--- src/rtl/sd_arb_pkg.sv ---
// Shared types and helpers for the SD sector-read arbiter and its neighbours.
// Holds the FSM state encoding, the default sector size and the round-robin picker.
package sd_arb_pkg;

    typedef enum logic [1:0] {
        IDLE  = 2'd0,
        ISSUE = 2'd1,
        XFER  = 2'd2,
        DONE  = 2'd3
    } state_t;

    localparam int SEC_WORDS_DEF = 256;
    localparam int MAX_REQ       = 4;

    // First valid requester at or after ptr, wrapping modulo nreq. Returns ptr when none is valid.
    function automatic int rr_pick(input logic [MAX_REQ-1:0] valid, input int ptr, input int nreq);
        int idx;
        rr_pick = ptr;
        for (int k = MAX_REQ - 1; k >= 0; k--) begin
            if (k < nreq) begin
                idx = (ptr + k) % nreq;
                if (valid[idx]) begin
                    rr_pick = idx;
                end
            end
        end
    endfunction

endpackage

--- src/rtl/sd_read_arbiter_busy_edge.sv ---
// Two-flop synchronizer for the SD controller busy flag plus a falling-edge detector.
// o_neg is high for one cycle when the synchronized busy drops.
module sd_busy_edge (
    input  logic clk,
    input  logic rst_n,
    input  logic i_busy,
    output logic o_neg
);

    logic r_d0;
    logic r_d1;

    always_ff @(posedge clk) begin
        if (!rst_n) begin
            r_d0 <= 1'b0;
            r_d1 <= 1'b0;
        end else begin
            r_d0 <= i_busy;
            r_d1 <= r_d0;
        end
    end

    assign o_neg = r_d1 & ~r_d0;

endmodule

--- src/rtl/sd_read_arbiter.sv ---
// Round-robin arbiter sharing the SD sector-read port between NREQ burst requesters.
// Whole bursts are granted; each sector is a separate start/busy cycle on the SD controller.
module sd_read_arbiter
    import sd_arb_pkg::*;
#(
    parameter int NREQ      = 2,
    parameter int SEC_WORDS = SEC_WORDS_DEF,
    parameter int IDX_W     = 2
) (
    input  logic               clk,
    input  logic               rst_n,
    input  logic [NREQ-1:0]    req_valid,
    input  logic [32*NREQ-1:0] req_sec_addr,
    input  logic [32*NREQ-1:0] req_sec_num,
    output logic [NREQ-1:0]    req_ready,
    output logic               sd_rd_start_en,
    output logic [31:0]        sd_rd_sec_addr,
    input  logic               sd_rd_busy,
    input  logic               sd_rd_val_en,
    input  logic [15:0]        sd_rd_val_data,
    output logic [NREQ-1:0]    out_val_en,
    output logic [15:0]        out_data,
    output logic               out_last,
    output logic [NREQ-1:0]    done,
    output logic [NREQ-1:0]    err,
    output logic               busy,
    output logic [IDX_W-1:0]   grant_idx
);

    localparam int CNT_W = $clog2(SEC_WORDS + 1);
    localparam logic [CNT_W-1:0] WC_FULL = CNT_W'(SEC_WORDS);
    localparam logic [CNT_W-1:0] WC_LAST = CNT_W'(SEC_WORDS - 1);

    state_t           r_state;
    logic [IDX_W-1:0] r_ptr;
    logic [IDX_W-1:0] r_grant;
    logic [31:0]      r_addr;
    logic [31:0]      r_rem;
    logic [CNT_W-1:0] r_wcnt;
    logic             r_start;
    logic [NREQ-1:0]  r_out_val;
    logic [15:0]      r_out_data;
    logic             r_out_last;
    logic [NREQ-1:0]  r_done;
    logic [NREQ-1:0]  r_err;
    logic             r_busy;

    logic               w_neg;
    logic [MAX_REQ-1:0] w_valid4;
    logic [IDX_W-1:0]   w_pick;
    logic [IDX_W-1:0]   w_ptr_next;
    logic [31:0]        w_sel_addr;
    logic [31:0]        w_sel_num;
    logic [NREQ-1:0]    w_req_ready;
    logic [NREQ-1:0]    w_onehot;
    logic [CNT_W-1:0]   w_wcnt_inc;
    logic [CNT_W-1:0]   w_wcnt_end;

    sd_busy_edge u_busy_edge (
        .clk    (clk),
        .rst_n  (rst_n),
        .i_busy (sd_rd_busy),
        .o_neg  (w_neg)
    );

    always_comb begin
        w_valid4 = '0;
        for (int i = 0; i < NREQ; i++) begin
            w_valid4[i] = req_valid[i];
        end
    end

    assign w_pick     = IDX_W'(rr_pick(w_valid4, int'(r_ptr), NREQ));
    assign w_ptr_next = IDX_W'((int'(w_pick) + 1) % NREQ);
    assign w_onehot   = NREQ'(1) << r_grant;

    // req_ready is combinational so the accept pulse coincides with the sampling edge.
    always_comb begin
        w_sel_addr  = '0;
        w_sel_num   = '0;
        w_req_ready = '0;
        for (int i = 0; i < NREQ; i++) begin
            if (w_pick == IDX_W'(i)) begin
                w_sel_addr = req_sec_addr[32*i +: 32];
                w_sel_num  = req_sec_num[32*i +: 32];
                if (rst_n && (r_state == IDLE) && (|req_valid)) begin
                    w_req_ready[i] = 1'b1;
                end
            end
        end
    end

    // A word arriving together with the busy edge still belongs to the ending sector.
    assign w_wcnt_inc = (r_wcnt == WC_FULL) ? r_wcnt : r_wcnt + 1'b1;
    assign w_wcnt_end = sd_rd_val_en ? w_wcnt_inc : r_wcnt;

    always_ff @(posedge clk) begin
        if (!rst_n) begin
            r_state    <= IDLE;
            r_ptr      <= '0;
            r_grant    <= '0;
            r_addr     <= '0;
            r_rem      <= '0;
            r_wcnt     <= '0;
            r_start    <= 1'b0;
            r_out_val  <= '0;
            r_out_data <= '0;
            r_out_last <= 1'b0;
            r_done     <= '0;
            r_err      <= '0;
            r_busy     <= 1'b0;
        end else begin
            r_start    <= 1'b0;
            r_out_val  <= '0;
            r_out_last <= 1'b0;
            r_done     <= '0;
            r_err      <= '0;
            case (r_state)
                IDLE: begin
                    if (|req_valid) begin
                        r_grant <= w_pick;
                        r_ptr   <= w_ptr_next;
                        r_addr  <= w_sel_addr;
                        r_rem   <= w_sel_num;
                        r_busy  <= 1'b1;
                        r_state <= (w_sel_num == 32'd0) ? DONE : ISSUE;
                    end
                end
                ISSUE: begin
                    r_start <= 1'b1;
                    r_wcnt  <= '0;
                    r_state <= XFER;
                end
                XFER: begin
                    if (sd_rd_val_en) begin
                        r_out_data <= sd_rd_val_data;
                        r_out_val  <= w_onehot;
                        r_out_last <= (r_rem == 32'd1) && (r_wcnt == WC_LAST);
                    end
                    r_wcnt <= w_wcnt_end;
                    if (w_neg) begin
                        if (w_wcnt_end != WC_FULL) begin
                            r_err <= w_onehot;
                        end
                        r_rem   <= r_rem - 32'd1;
                        r_addr  <= r_addr + 32'd1;
                        r_state <= (r_rem == 32'd1) ? DONE : ISSUE;
                    end
                end
                DONE: begin
                    r_done  <= w_onehot;
                    r_busy  <= 1'b0;
                    r_state <= IDLE;
                end
                default: r_state <= IDLE;
            endcase
        end
    end

    assign req_ready      = w_req_ready;
    assign sd_rd_start_en = r_start;
    assign sd_rd_sec_addr = r_addr;
    assign out_val_en     = r_out_val;
    assign out_data       = r_out_data;
    assign out_last       = r_out_last;
    assign done           = r_done;
    assign err            = r_err;
    assign busy           = r_busy;
    assign grant_idx      = r_grant;

endmodule

--- config.mk ---
export PLATFORM = sky130hd
export DESIGN_NAME = sd_read_arbiter
export DESIGN_NICKNAME = d
export VERILOG_FILES = /design/src/rtl/sd_arb_pkg.sv /design/src/rtl/sd_read_arbiter_busy_edge.sv /design/src/rtl/sd_read_arbiter.sv
export SDC_FILE = /design/constraint.sdc
export NUM_CORES = 1
export LEC_CHECK = 0
export CORE_MARGIN = 2
export CORE_UTILIZATION = 39
export DETAILED_ROUTE_END_ITERATION = 7
export PLACE_DENSITY = 0.78
export SLEW_MARGIN = 20
export SYNTH_ARGS = -nofsm -noshare
export SYNTH_HDL_FRONTEND = slang
export SYNTH_HIERARCHICAL = 1
export SYNTH_SLANG_ARGS = --single-unit
--- constraint.sdc ---
create_clock -name clk -period 6 [get_ports clk]
set_clock_uncertainty 0.05 [all_clocks]
set_input_delay 1.5 -clock clk [delete_from_list [all_inputs] [get_ports clk]]
set_output_delay 1.5 -clock clk [all_outputs]
set_load 0.03 [all_outputs]
==> metrics.yaml <==
synth:
  synth_top_family_by_area: "simple AND/OR/NAND/NOR gates"
  synthMuxAreaShare_pct: 3.73
  synth-simple-area-share_pct: 33.8
  synth_edf_count: 0
  synth_top_area_share_pct: 32.0
  synth_top_cells_by_count: "181 x nand2_1, 119 x nor2_1, 111 x a21oi_1, 104 x dfxtp_1, 62 x o21ai_0"
  synth_xor_area_share_pct: 0
  ys_types: 58
  synth_compound_area_share_pct: 23.3
  async_flop_share_pct: 0
  syn_inst: 962
  avgSynthCellArea_um2: 6.77
  synth_fa_ha_area_share_pct: 1.92
  ys_seq_area_share_pct: 32.0
  syn_nets: 1122
  yosysMostFrequentCell: "nand2_1"
  synth-warning-count: 6
  synth_seq_cells: 104
  synthFlopType: "dfxtp_1"
  syn_area_mm2: 0.00651
  synth_top_cell_by_area: "dfxtp_1"
  synth_area_leaders: "dfxtp_1 32%, nand2_1 10%, a21oi_1 8.5%"
timing:
  period_needed_ns: 4.70
  finalHoldViolCount: 0
  slew-limit-headroom_pct: 25.8
  tightest_slew_ns: 1.10
  rsz0062_at_grt: "false"
  clock.fmax_ghz: 0.213
  drv_slew: 0
  hold_slack_ns: 0.406
  setup_tns_ns: 0
  finalSetupViolCount: 0
  fin_crit_sh_pct: 78.3
power:
  max-vdd-ir-drop_mv: 0.224
  leakagePower_uw: 0.00319
  p_per_area_mw_per_mm2: 408
detailed_routing:
  ant_nets: 0
  drt_wl_total_mm: 21.4
  drt_drc_violations_left: 0
  firstDrtPassIters: 5
  dr_total_vias: 7570
  dr.first_iter.drc_count: 596
  viasPerCell: 5.62
  wl_per_cell_um: 15.9
place:
  place.gp.congestion: 0.875
  numPortBuffers: 209
  hpwl_mm: 15.0
  dp.cells: 1330
  place_area_mm2: 0.00871
floorplan:
  core_area_mm2: 0.0165
  start_util_pct: 39.5
  io_pins: 211
  die_area_mm2: 0.0177
  rows: 47
  die_w_um: 133
  fp.dieH_um: 133
grt:
  grt_pass1_wl_mm: 34.6
  antenna_found_initial: 0
  track_usage_pct: 23.8
  grt.overflow.total: 0
  grt_pass1_vias: 6793
  grt_start_max_net_pins: 90
clocking:
  cts_setup_buffers: 0
  cts.sinks: 104
  htreeDepth: 3
  clock_latency_ns: 0.35
  clk_pin_slew_ns: 0.07
  holdBufCountCts: 0
  cts.path.max_buffers: 2
  cts_resized: 0
  cts_tree: "built"
  cts_buffers: 9
  root_buffer: "clkbuf_16"
worst_setup_path:
  critPathArrivalTime_ns: 3.15
  critPathBufInv: 2
  cpMostUsedCell: "clkdlybuf4s50_1"
  cp.required_ns: 4.45
  slowest_stage: "clkdlybuf4s50_1"
  path_delay_family: "buffers and inverters"
  critPathMaxStageDelay_ns: 0.66
  cp_max_fo: 7
  r2r_cells: 9
  cp-startpoint: "req_valid[1]"
  worstSetupPathDepth: 5
  crit_type: "in2out"
  timing.rr.end: "sd_rd_sec_addr[26]"
  rrSetupSlack_ns: 2.93
  cp-endpoint: "req_ready[1]"
  timing.rr.start: "r_state[0]"
  path_cells: "clkdlybuf4s50_1 -> nand2_1 -> a21oi_1 -> and2_1 -> clkdlybuf4s50_1"
  endpoint_kind: "output pin"
  cp-start-kind: "input pin"
cells_and_area:
  finalInstanceArea_mm2: 0.00902
  post_route_cells_drive_above_1_share_pct: 4.09
  multi_input_area_mm2: 0.00412
  nets: 1281
  area_growth_pct: 38.6
  fin_cells: 1346
  final_core_util_pct: 54.8
  antenna_cells: 0
  layout.area.seq_mm2: 0.00208
  n_fill_cell: 1621
run_status:
  status: "complete, no violations"
min_path:
  hold_depth: 2
  hp-class: "reg2reg"
job:
  max-cap-violations: 0
-- per-stage QoR --
| stage | total power [uW] | setup slack, ns |
|---|---|---|
| floorplan | 2390 | 1.63 |
| global placement | 3020 | 1.33 |
| detailed placement | 3050 | 1.32 |
| CTS | 3680 | 1.32 |
| global route | 3960 | 1.25 |
| finish | 3680 | 1.30 |
-- logic make-up (layout without fill, tap and decap cells) --
kind of cell | count (synthesis) | count (layout)
AOI/OAI and AO/OA | 259 | 259
muxes | 24 | 24
adders and majority gates | 10 | 10
and+or+nand+nor | 477 | 477
DFF | 104 | 104
other | 1 | 1
buffers and inverters | 87 | 251
-- final cells by class --
cell class | instances | area share [%]
timing repair buffer | 218 | 24.0
inverter | 17 | 0.707
clock buffer | 10 | 2.65
clock inverter | 6 | 0.832
tap | 220 | 3.05
sequential | 104 | 23.1
multi-input combinational | 771 | 45.6
-- power breakdown --
| part | switching (uW) | internal, uW |
|---|---|---|
| logic | 1220 | 728 |
| clock network | 281 | 341 |
| registers | 222 | 893 |
| total | 1720 | 1960 |
-- sequential cells by signal (all words and copies together), names as in the netlist, 2 cells and up --
register / flops
out_data: 16
out_val_en: 2
done: 2
r_wcnt: 9
r_rem: 32
r_state: 2
err: 2
sd_rd_sec_addr: 32
-- worst min-delay path by stage --
stage	from	to	slack, ns
floorplan	r_rem[13]	r_rem[13]	0.38
global placement	out_data[13]	out_data[13]	0.39
detailed placement	out_data[15]	out_data[15]	0.40
CTS	out_data[15]	out_data[15]	0.41
global route	out_data[5]	out_data[5]	0.42
finish	out_data[15]	out_data[15]	0.41
-- cells in the final DEF, fill, tap and decap left out, drive strengths merged, types with 5 or more instances in the layout --
cell type	netlist	routed
clkdlybuf4s50	0	208
nand3	42	42
buf	16	10
nor3	35	35
and4	5	5
a31oi	12	12
a21oi	111	111
and2	8	8
dfxtp	104	104
clkbuf	54	10
a211oi	13	13
or3	10	10
inv	17	19
ha	10	10
and3	6	6
nand2	181	181
a22oi	7	7
nor4	25	25
nor2	119	119
nand2b	6	6
nand4	17	17
or4	7	7
o22ai	19	19
o21ai	62	62
mux2i	22	22
-- worst reg2reg max path, cell delays in order, from the launching register on --
cell and delay (ns):
dfxtp_1 0.35, inv_1 0.13, ha_1 0.38, or3b_2 0.53, o211ai_1 0.12, buf_4 0.54, nor2_1 0.37, nand3_1 0.15
o311ai_0 0.14, nor3_1 0.22
-- per-layer routing --
layer,routed length (um),up-vias,track usage [%]
li1,-,3750,-
met1,9850,3509,33.7
met2,9750,284,37.3
met3,1500,27,4.76
met4,272,0,6.03
met5,0,-,0
(Power assumes the default switching activity.)
